--- config.mk ---
export PLATFORM = sky130hd
export DESIGN_NAME = inst_fetch_unit
export DESIGN_NICKNAME = d
export VERILOG_FILES = /design/src/rtl/inst_fetch_unit.sv
export SDC_FILE = /design/constraint.sdc
export NUM_CORES = 1
export LEC_CHECK = 0
export ABC_CLOCK_PERIOD_IN_PS = 3100
export CAP_MARGIN = 20
export CORE_ASPECT_RATIO = 1.1
export CORE_MARGIN = 1
export CORE_UTILIZATION = 35
export DETAILED_ROUTE_END_ITERATION = 16
export GPL_TIMING_DRIVEN = 0
export SLEW_MARGIN = 20
export SYNTH_ARGS = -nofsm -noshare
export SYNTH_HDL_FRONTEND = slang
export SYNTH_SLANG_ARGS = --single-unit
--- constraint.sdc ---
create_clock -name clk -period 3.1 [get_ports clk]
set_input_delay 0.775 -clock clk [delete_from_list [all_inputs] [get_ports clk]]
set_output_delay 0.775 -clock clk [all_outputs]
set_load 0.005 [all_outputs]
--- src/rtl/inst_fetch_unit.sv ---
// -----------------------------------------------------------------------------
// inst_fetch_unit
//
// Instruction fetch stage. Owns the PC, issues one word read at a time to
// instruction memory (req/ready accept, then rvalid return), buffers the
// returned word and hands it to the IF/ID register when the hazard controller
// lets the pipeline advance.
//
// Optional build macro: FETCH_MISALIGN_EN
//   defined   : a redirect to a target with addr[1:0] != 0 parks the unit in
//               FAULT (no requests, if_fault=1) until an aligned redirect.
//   undefined : no alignment check, pc[1:0] passes to imem_addr, if_fault=0.
//
// Ports
//   clk, rst_n              clock, asynchronous active-low reset
//   fetch_stall             hold IF/ID and buffer (memory side keeps moving)
//   fetch_flush             bubble into IF/ID
//   fetch_branch            redirect request (ignored while stalled)
//   fetch_branch_target     redirect PC
//   fetch_done              buffer holds a valid word for the current PC
//   imem_req / imem_addr    read request, address (always pc)
//   imem_ready              request accepted this cycle
//   imem_rvalid/imem_rdata  read data return
//   if_valid/if_pc/if_inst  IF/ID register towards decode
//   if_fault                misaligned fetch target (optional feature only)
// -----------------------------------------------------------------------------
// state  | meaning
// REQ    | request for pc driven, waiting for imem_ready
// WAIT   | request accepted, waiting for imem_rvalid
// DRAIN  | stale request outstanding, its data will be thrown away
// FULL   | buffer holds the word for pc, waiting to be consumed
// FAULT  | misaligned pc, idle until aligned redirect (optional feature)
// -----------------------------------------------------------------------------
module inst_fetch_unit #(
    parameter int                    ADDR_WIDTH = 32,
    parameter int                    DATA_WIDTH = 32,
    parameter logic [ADDR_WIDTH-1:0] RESET_PC   = '0,
    parameter logic [DATA_WIDTH-1:0] NOP_INST   = '0
) (
    input  logic                  clk,
    input  logic                  rst_n,
    input  logic                  fetch_stall,
    input  logic                  fetch_flush,
    input  logic                  fetch_branch,
    input  logic [ADDR_WIDTH-1:0] fetch_branch_target,
    output logic                  fetch_done,
    output logic                  imem_req,
    output logic [ADDR_WIDTH-1:0] imem_addr,
    input  logic                  imem_ready,
    input  logic                  imem_rvalid,
    input  logic [DATA_WIDTH-1:0] imem_rdata,
    output logic                  if_valid,
    output logic [ADDR_WIDTH-1:0] if_pc,
    output logic [DATA_WIDTH-1:0] if_inst,
    output logic                  if_fault
);

    // FAULT is only reachable when the misalignment check is built in.
    typedef enum logic [2:0] {
        ST_REQ   = 3'd0,
        ST_WAIT  = 3'd1,
        ST_DRAIN = 3'd2,
        ST_FULL  = 3'd3,
        ST_FAULT = 3'd4
    } state_t;

    state_t                state;
    state_t                state_next;
    logic [ADDR_WIDTH-1:0] pc;
    logic [ADDR_WIDTH-1:0] pc_next;
    logic [DATA_WIDTH-1:0] buf_data;
    logic                  buf_load;
    logic                  redirect;
    logic                  consume;
    logic                  target_misaligned;
    logic                  pc_next_misaligned;

    // A stalled redirect is ignored; the controller re-presents it later.
    assign redirect = fetch_branch && !fetch_stall;
    assign consume  = (state == ST_FULL) && !fetch_stall && !fetch_flush && !fetch_branch;

`ifdef FETCH_MISALIGN_EN
    assign target_misaligned  = (fetch_branch_target[1:0] != 2'b00);
    assign pc_next_misaligned = (pc_next[1:0] != 2'b00);
`else
    assign target_misaligned  = 1'b0;
    assign pc_next_misaligned = 1'b0;
`endif

    assign imem_req  = (state == ST_REQ);
    assign imem_addr = pc;

    always_comb begin
        pc_next = pc;
        if (redirect) begin
            pc_next = fetch_branch_target;
        end else if (consume) begin
            pc_next = pc + ADDR_WIDTH'(4);
        end
    end

    always_comb begin
        state_next = state;
        buf_load   = 1'b0;
        case (state)
            ST_REQ: begin
                if (redirect) begin
                    // An accepted request for the old pc still has data coming.
                    if (imem_ready) begin
                        state_next = ST_DRAIN;
                    end else if (target_misaligned) begin
                        state_next = ST_FAULT;
                    end else begin
                        state_next = ST_REQ;
                    end
                end else if (imem_ready) begin
                    state_next = ST_WAIT;
                end
            end
            ST_WAIT: begin
                if (redirect) begin
                    if (imem_rvalid) begin
                        state_next = target_misaligned ? ST_FAULT : ST_REQ;
                    end else begin
                        state_next = ST_DRAIN;
                    end
                end else if (imem_rvalid) begin
                    buf_load   = 1'b1;
                    state_next = ST_FULL;
                end
            end
            ST_DRAIN: begin
                // pc may have been redirected meanwhile; decide on its final value.
                if (imem_rvalid) begin
                    state_next = pc_next_misaligned ? ST_FAULT : ST_REQ;
                end
            end
            ST_FULL: begin
                if (redirect) begin
                    state_next = target_misaligned ? ST_FAULT : ST_REQ;
                end else if (consume) begin
                    state_next = ST_REQ;
                end
            end
            ST_FAULT: begin
                if (redirect && !target_misaligned) begin
                    state_next = ST_REQ;
                end
            end
            default: begin
                state_next = ST_REQ;
            end
        endcase
    end

    always_ff @(posedge clk or negedge rst_n) begin
        if (!rst_n) begin
            state      <= ST_REQ;
            pc         <= RESET_PC;
            buf_data   <= NOP_INST;
            fetch_done <= 1'b0;
        end else begin
            state      <= state_next;
            pc         <= pc_next;
            fetch_done <= (state_next == ST_FULL);
            if (buf_load) begin
                buf_data <= imem_rdata;
            end
        end
    end

    // IF/ID register: flush beats stall, stall beats consume.
    always_ff @(posedge clk or negedge rst_n) begin
        if (!rst_n) begin
            if_valid <= 1'b0;
            if_pc    <= '0;
            if_inst  <= NOP_INST;
        end else if (fetch_flush) begin
            if_valid <= 1'b0;
            if_inst  <= NOP_INST;
        end else if (fetch_stall) begin
            if_valid <= if_valid;
        end else if (consume) begin
            if_valid <= 1'b1;
            if_pc    <= pc;
            if_inst  <= buf_data;
        end else begin
            if_valid <= 1'b0;
        end
    end

`ifdef FETCH_MISALIGN_EN
    always_ff @(posedge clk or negedge rst_n) begin
        if (!rst_n) begin
            if_fault <= 1'b0;
        end else if (redirect) begin
            if_fault <= target_misaligned;
        end
    end
`else
    assign if_fault = 1'b0;
`endif

endmodule

# Word-level counts from Yosys, hierarchy flattened

Index checks and enable logic that the tools add are counted.

Register bits after elaboration: 133
Input port bits: 71

$add $sub $neg: 1
Mux-type cells: 22
Reduce and logical (&&, ||, !) cells: 12
Bitwise gates (word level): 2
Equal/unequal tests: 6

Operators with widths:

| kind                  | number |
|---|---|
| $mux 32               | 5 |
| $add 32x3->32 const B | 1 |
| $mux 3                | 8 |
| $pmux 3 s5            | 1 |
| $eq 3x2->1 const B    | 3 |
| $mux 1                | 6 |
| $logic_and 1x1->1     | 4 |
| $mux 2                | 2 |
| $reduce_bool 2->1     | 2 |
| $eq 3x1->1 const B    | 1 |
| $eq 3x3->1 const B    | 1 |
| $logic_not 1->1       | 3 |
| $logic_not 3->1       | 1 |
| $reduce_and 3->1      | 1 |
| $ne 2x1->1 const B    | 1 |
| $not 1->1             | 2 |
| $reduce_and 2->1      | 1 |

# Depth between registers and ports, before layout

Depth in word-level cells: 8
Mapped depth: 7
Depth with buffers taken out: 6

# Worst setup path after synthesis

No wires, ideal clock.

Kind: input to register
Start: in fetch_branch
End: reg pc[21] (netlist: imem_addr[21])
Setup time: 0.136 ns
Path buffers: 0
Slack: 0.769 ns
Arrival: 2.195 ns
Stages: 5
Path through: or4b_4 nor4_4 nand2_2 o211ai_1 o311ai_1

Cells in the longest elaborated chain, start to end: 3
Elaborated cells on any way between the ends: 5
Those cells by class: 1 x mux; 4 x reduce/logical

RTL lines:

| element                            | RTL line | RTL |
|---|---|---|
| from (decl)                        | 44       | `input logic fetch_branch,` |
| $logic_not 1->1                    | 80       | `assign consume = (state == ST_FULL) && !fetch_stall && !fetch_flush && !fetch_branch;` |
| $logic_and 1x1->1                  | 80       |  |
| $reduce_bool 2->1 (no source line) | -        |  |
| to (signal assigned)               | 164      | `pc <= pc_next;` |
| to (decl)                          | 69       | `logic [ADDR_WIDTH-1:0] pc;` |

Parallel ways exist; a longest one is shown, timed or not.
A chain may end at the register's enable or synchronous reset.

# Worst setup path after layout

Start: in fetch_stall
End: reg if_inst[21]

Cells in the longest elaborated chain, start to end: 6
Elaborated cells on any way between the ends: 7
Those cells by class: 1 x eq/ne; 6 x reduce/logical

RTL lines:

| element                             | RTL line | RTL |
|---|---|---|
| from (decl)                         | 42       | `input logic fetch_stall,` |
| $logic_not 1->1                     | 80       |  |
| $logic_and 1x1->1 (3 in series)     | 80       |  |
| $reduce_bool 2->1 (no source line)  | -        |  |
| $reduce_and 2->1 (no source line) * | -        |  |
| to (signal assigned)                | 186      | `if_inst <= buf_data;` |
| to (decl)                           | 54       | `output logic [DATA_WIDTH-1:0] if_inst,` |

Mark *: on every way between the ends. The rest lies on a longest branch, timed or not.

==> metrics.txt <==
# TYPE chip_impl_metric gauge
chip_impl_info{name="status",value="complete, no violations"} 1
chip_impl_metric{name="number_of_search_and_repair_iterations_in_the_first_detailed_routing_pass",unit=""} 4
chip_impl_metric{name="slew_headroom",unit="%"} 40.6
chip_impl_metric{name="design.portCount",unit=""} 171
chip_impl_metric{name="fp.dieH",unit="microns"} 135
chip_impl_metric{name="post_synth.cell_area_avg",unit="sq um"} 9.97
chip_impl_metric{name="cts.clk_slew.worst_paths",unit="ns"} 0.06
chip_impl_metric{name="cts_setup_buffers",unit=""} 0
chip_impl_metric{name="worst_slew_pin_slew",unit="ns"} 0.878
chip_impl_metric{name="global_route.usage.met2",unit="%"} 32.2
chip_impl_metric{name="via_count",unit=""} 4840
chip_impl_info{name="setup.worst_path.class",value="input pin to flop"} 1
chip_impl_info{name="crit_path_end_kind",value="flop"} 1
chip_impl_metric{name="ys_async_sr_fraction",unit="%"} 100
chip_impl_metric{name="grt_util_met1",unit="%"} 25.6
chip_impl_metric{name="detail-route-antenna-nets",unit=""} 0
chip_impl_metric{name="die_x",unit="microns"} 123
chip_impl_metric{name="synthesis.nets",unit=""} 640
chip_impl_metric{name="design.final.nets",unit=""} 829
chip_impl_metric{name="clock_path_buffers",unit=""} 2
chip_impl_metric{name="ctsResizeCount",unit=""} 0
chip_impl_metric{name="drt_total_wl",unit="microns"} 16300
chip_impl_metric{name="grt_antenna_before_repair",unit=""} 0
chip_impl_metric{name="route.detailed.wl_per_inst",unit="microns"} 16.8
chip_impl_metric{name="post_synth_edffs",unit=""} 0
chip_impl_metric{name="area_growth_syn_to_layout",unit="%"} 45.2
chip_impl_metric{name="synth_warnings",unit=""} 0
chip_impl_metric{name="overall_fraction_of_global_route_tracks_in_use",unit="%"} 20.4
chip_impl_metric{name="power.ir.vdd_worst",unit="mV"} 0.381
chip_impl_metric{name="synth.distinct_cells",unit=""} 47
chip_impl_metric{name="setup_total_negative_slack",unit="ns"} 0
chip_impl_metric{name="final_max_slew_viol_count",unit=""} 0
chip_impl_info{name="timing.critical_path.from_type",value="input pin"} 1
chip_impl_metric{name="required",unit="ns"} 3.41
chip_impl_metric{name="detail_route.vias_per_cell",unit=""} 4.99
chip_impl_metric{name="clock-skew-final",unit="ns"} 0.00696
chip_impl_info{name="hold_class",value="input pin to asynchronous set/reset pin"} 1
chip_impl_metric{name="cts-buffers-inserted",unit=""} 17
chip_impl_metric{name="finalSetupViolCount",unit=""} 0
chip_impl_metric{name="cts_num_sinks",unit=""} 133
chip_impl_metric{name="initial_core_util",unit="%"} 36.0
chip_impl_metric{name="period_share",unit="%"} 95.9
chip_impl_metric{name="num_rows",unit=""} 48
chip_impl_metric{name="timing.max_cap.violations",unit=""} 0
chip_impl_metric{name="cellLeakagePower",unit="nW"} 3.70
chip_impl_metric{name="global_route_wire_length_before_repair",unit="microns"} 25700
chip_impl_info{name="synth-main-ff-cell",value="dfrtp_1"} 1
chip_impl_metric{name="globalRouteMet3Util",unit="%"} 6.06
chip_impl_metric{name="diodes",unit=""} 0
chip_impl_metric{name="design_power_total",unit="mW"} 5.84
chip_impl_metric{name="place_hpwl",unit="microns"} 11800
chip_impl_metric{name="grt_pass1_vias",unit=""} 5003
chip_impl_metric{name="globalplace.congestion",unit=""} 0.774
chip_impl_metric{name="dieArea",unit="sq mm"} 0.0167
chip_impl_metric{name="overflow",unit=""} 0
chip_impl_metric{name="timing.critical_path.fanout_max",unit=""} 10
chip_impl_metric{name="grt_start_max_net_pins",unit=""} 82
chip_impl_metric{name="cellPowerDensity",unit="mW/mm^2"} 710
chip_impl_metric{name="drt_drc_violations_left",unit=""} 0
chip_impl_info{name="layout_commonest_cell",value="nand2_1"} 1
chip_impl_metric{name="dpl_cell_area",unit="sq mm"} 0.00763
chip_impl_metric{name="yosysSeqAreaShare",unit="%"} 58.8
chip_impl_metric{name="number_of_buffers_added_on_ports",unit=""} 169
chip_impl_metric{name="critPathArrivalTime",unit="ns"} 3.28
chip_impl_metric{name="drtIter0Drc",unit=""} 245
chip_impl_metric{name="finish.utilization",unit="%"} 52.2
chip_impl_info{name="cts_tree",value="built"} 1
chip_impl_metric{name="floorplan.core_area",unit="sq mm"} 0.0157
chip_impl_metric{name="synth_area",unit="sq mm"} 0.00566
chip_impl_metric{name="synth-seq-cells",unit=""} 133
chip_impl_metric{name="stdcell_count",unit=""} 970
chip_impl_metric{name="maxClockFrequency",unit="MHz"} 336
chip_impl_metric{name="finalInstanceArea",unit="sq mm"} 0.00822
chip_impl_metric{name="ctsHoldBuffers",unit=""} 0
chip_impl_info{name="grt_most_used_layer",value="met2"} 1
chip_impl_metric{name="drive_above_1_share",unit="%"} 10.3
chip_impl_metric{name="time_the_final_worst_path_needs_with_i_o_delays_and_setup",unit="ns"} 2.97
chip_impl_info{name="grt_setup_unrepaired",value="no"} 1
chip_impl_info{name="final_cell_mix",value="nand2_1 (191), clkdlybuf4s50_1 (168), dfrtp_1 (133), nand3_1 (49), mux2_2 (30)"} 1
chip_impl_info{name="cts-root-buf",value="clkbuf_16"} 1
chip_impl_metric{name="synthesis.instances",unit=""} 568
chip_impl_metric{name="placedCellCount",unit=""} 938
chip_impl_metric{name="clk_latency",unit="ns"} 0.42
chip_impl_metric{name="htree_num_levels",unit=""} 4
chip_impl_metric{name="hold_violations",unit=""} 0
sequential cells by signal (all words and copies together) (netlist names):
signal,flops
if_pc,32
if_inst,32
if_valid,1
fetch_done,1
imem_addr,32
state,3
buf_data,32
cells in the mapped netlist, drive strengths merged (5+ instances only):
cell | count | share of area (%)
and3 | 9 | 0.99
mux2 | 32 | 6.4
dfrtp | 133 | 59
and4 | 8 | 1.2
nor3 | 6 | 0.53
o211ai | 5 | 0.66
a21oi | 6 | 0.53
o21ai | 24 | 2.1
nor2 | 10 | 0.71
xor2 | 13 | 2.0
nand4 | 8 | 0.88
clkbuf | 20 | 1.3
nand2 | 192 | 13
buf | 13 | 1.1
nand3 | 49 | 4.3
per-stage QoR:
| step | hold WS, ns | setup WS (ns) |
|---|---|---|
| global route | 0.285 | 0.0155 |
| CTS | 0.270 | 0.138 |
| global placement | 0.441 | -3.99 |
| floorplan | 0.432 | 0.769 |
| finish | 0.272 | 0.126 |
| detailed placement | 0.450 | -0.287 |
final timing paths:
check / from / endpoint / slack, ns / cells past startpoint
max: fetch_stall / if_inst[21]$_DFFE_PN0P_ / 0.13 / 7
min: rst_n / if_pc[20]$_DFFE_PN0P_ / 0.27 / 1
max reg2reg: state[1]$_DFF_PN0_ / if_inst[21]$_DFFE_PN0P_ / 0.62 / 7
min reg2reg: buf_data[5]$_DFFE_PN0P_ / if_inst[5]$_DFFE_PN0P_ / 0.46 / 2
max in group asynchronous: rst_n / buf_data[21]$_DFFE_PN0P_ / 2.08 / 2
min in group clk: buf_data[5]$_DFFE_PN0P_ / if_inst[5]$_DFFE_PN0P_ / 0.46 / 2
where the power goes:
part | leakage [nW] | switching [mW] | internal [mW] | total (mW)
sequential | 1.70 | 0.302 | 2.21 | 2.51
clock | 0.281 | 0.773 | 1.22 | 1.99
combinational | 1.72 | 0.501 | 0.838 | 1.34
worst max-delay path, stage by stage:
cell and delay (ns):
clkdlybuf4s50_1 0.53, nor4b_1 0.81, nand2_1 0.23, clkbuf_1 0.36, clkbuf_1 0.34, nand3_1 0.17
nand2_1 0.06
metal layers:
layer / share of wire (%) / routed length (microns)
met5: 0 / 0
met4: 2.2 / 359
met3: 8.1 / 1320
met2: 47 / 7700
met1: 43 / 6960
logic make-up after synthesis:
logic type	synth area share, %
buffers and inverters	2.74
AOI/OAI and AO/OA	5.33
other	0.0662
DFF	58.8
and+or+nand+nor	24.0
muxes	6.37
adders and majority gates	0.221
xor gates and xnor gates	2.48
layout make-up:
| type | count | area (sq um) |
|---|---|---|
| plain buffers | 33 | 140 |
| multi-input cells | 398 | 2180 |
| flip-flops and latches | 133 | 3330 |
| inverters | 4 | 15.0 |
| fillers | 1487 | 7510 |
| clock inverters | 13 | 133 |
| well taps | 200 | 250 |
| clock buffers | 19 | 453 |
| repair buffers | 170 | 1720 |
No activity file was read; power rests on OpenSTA's default activity.
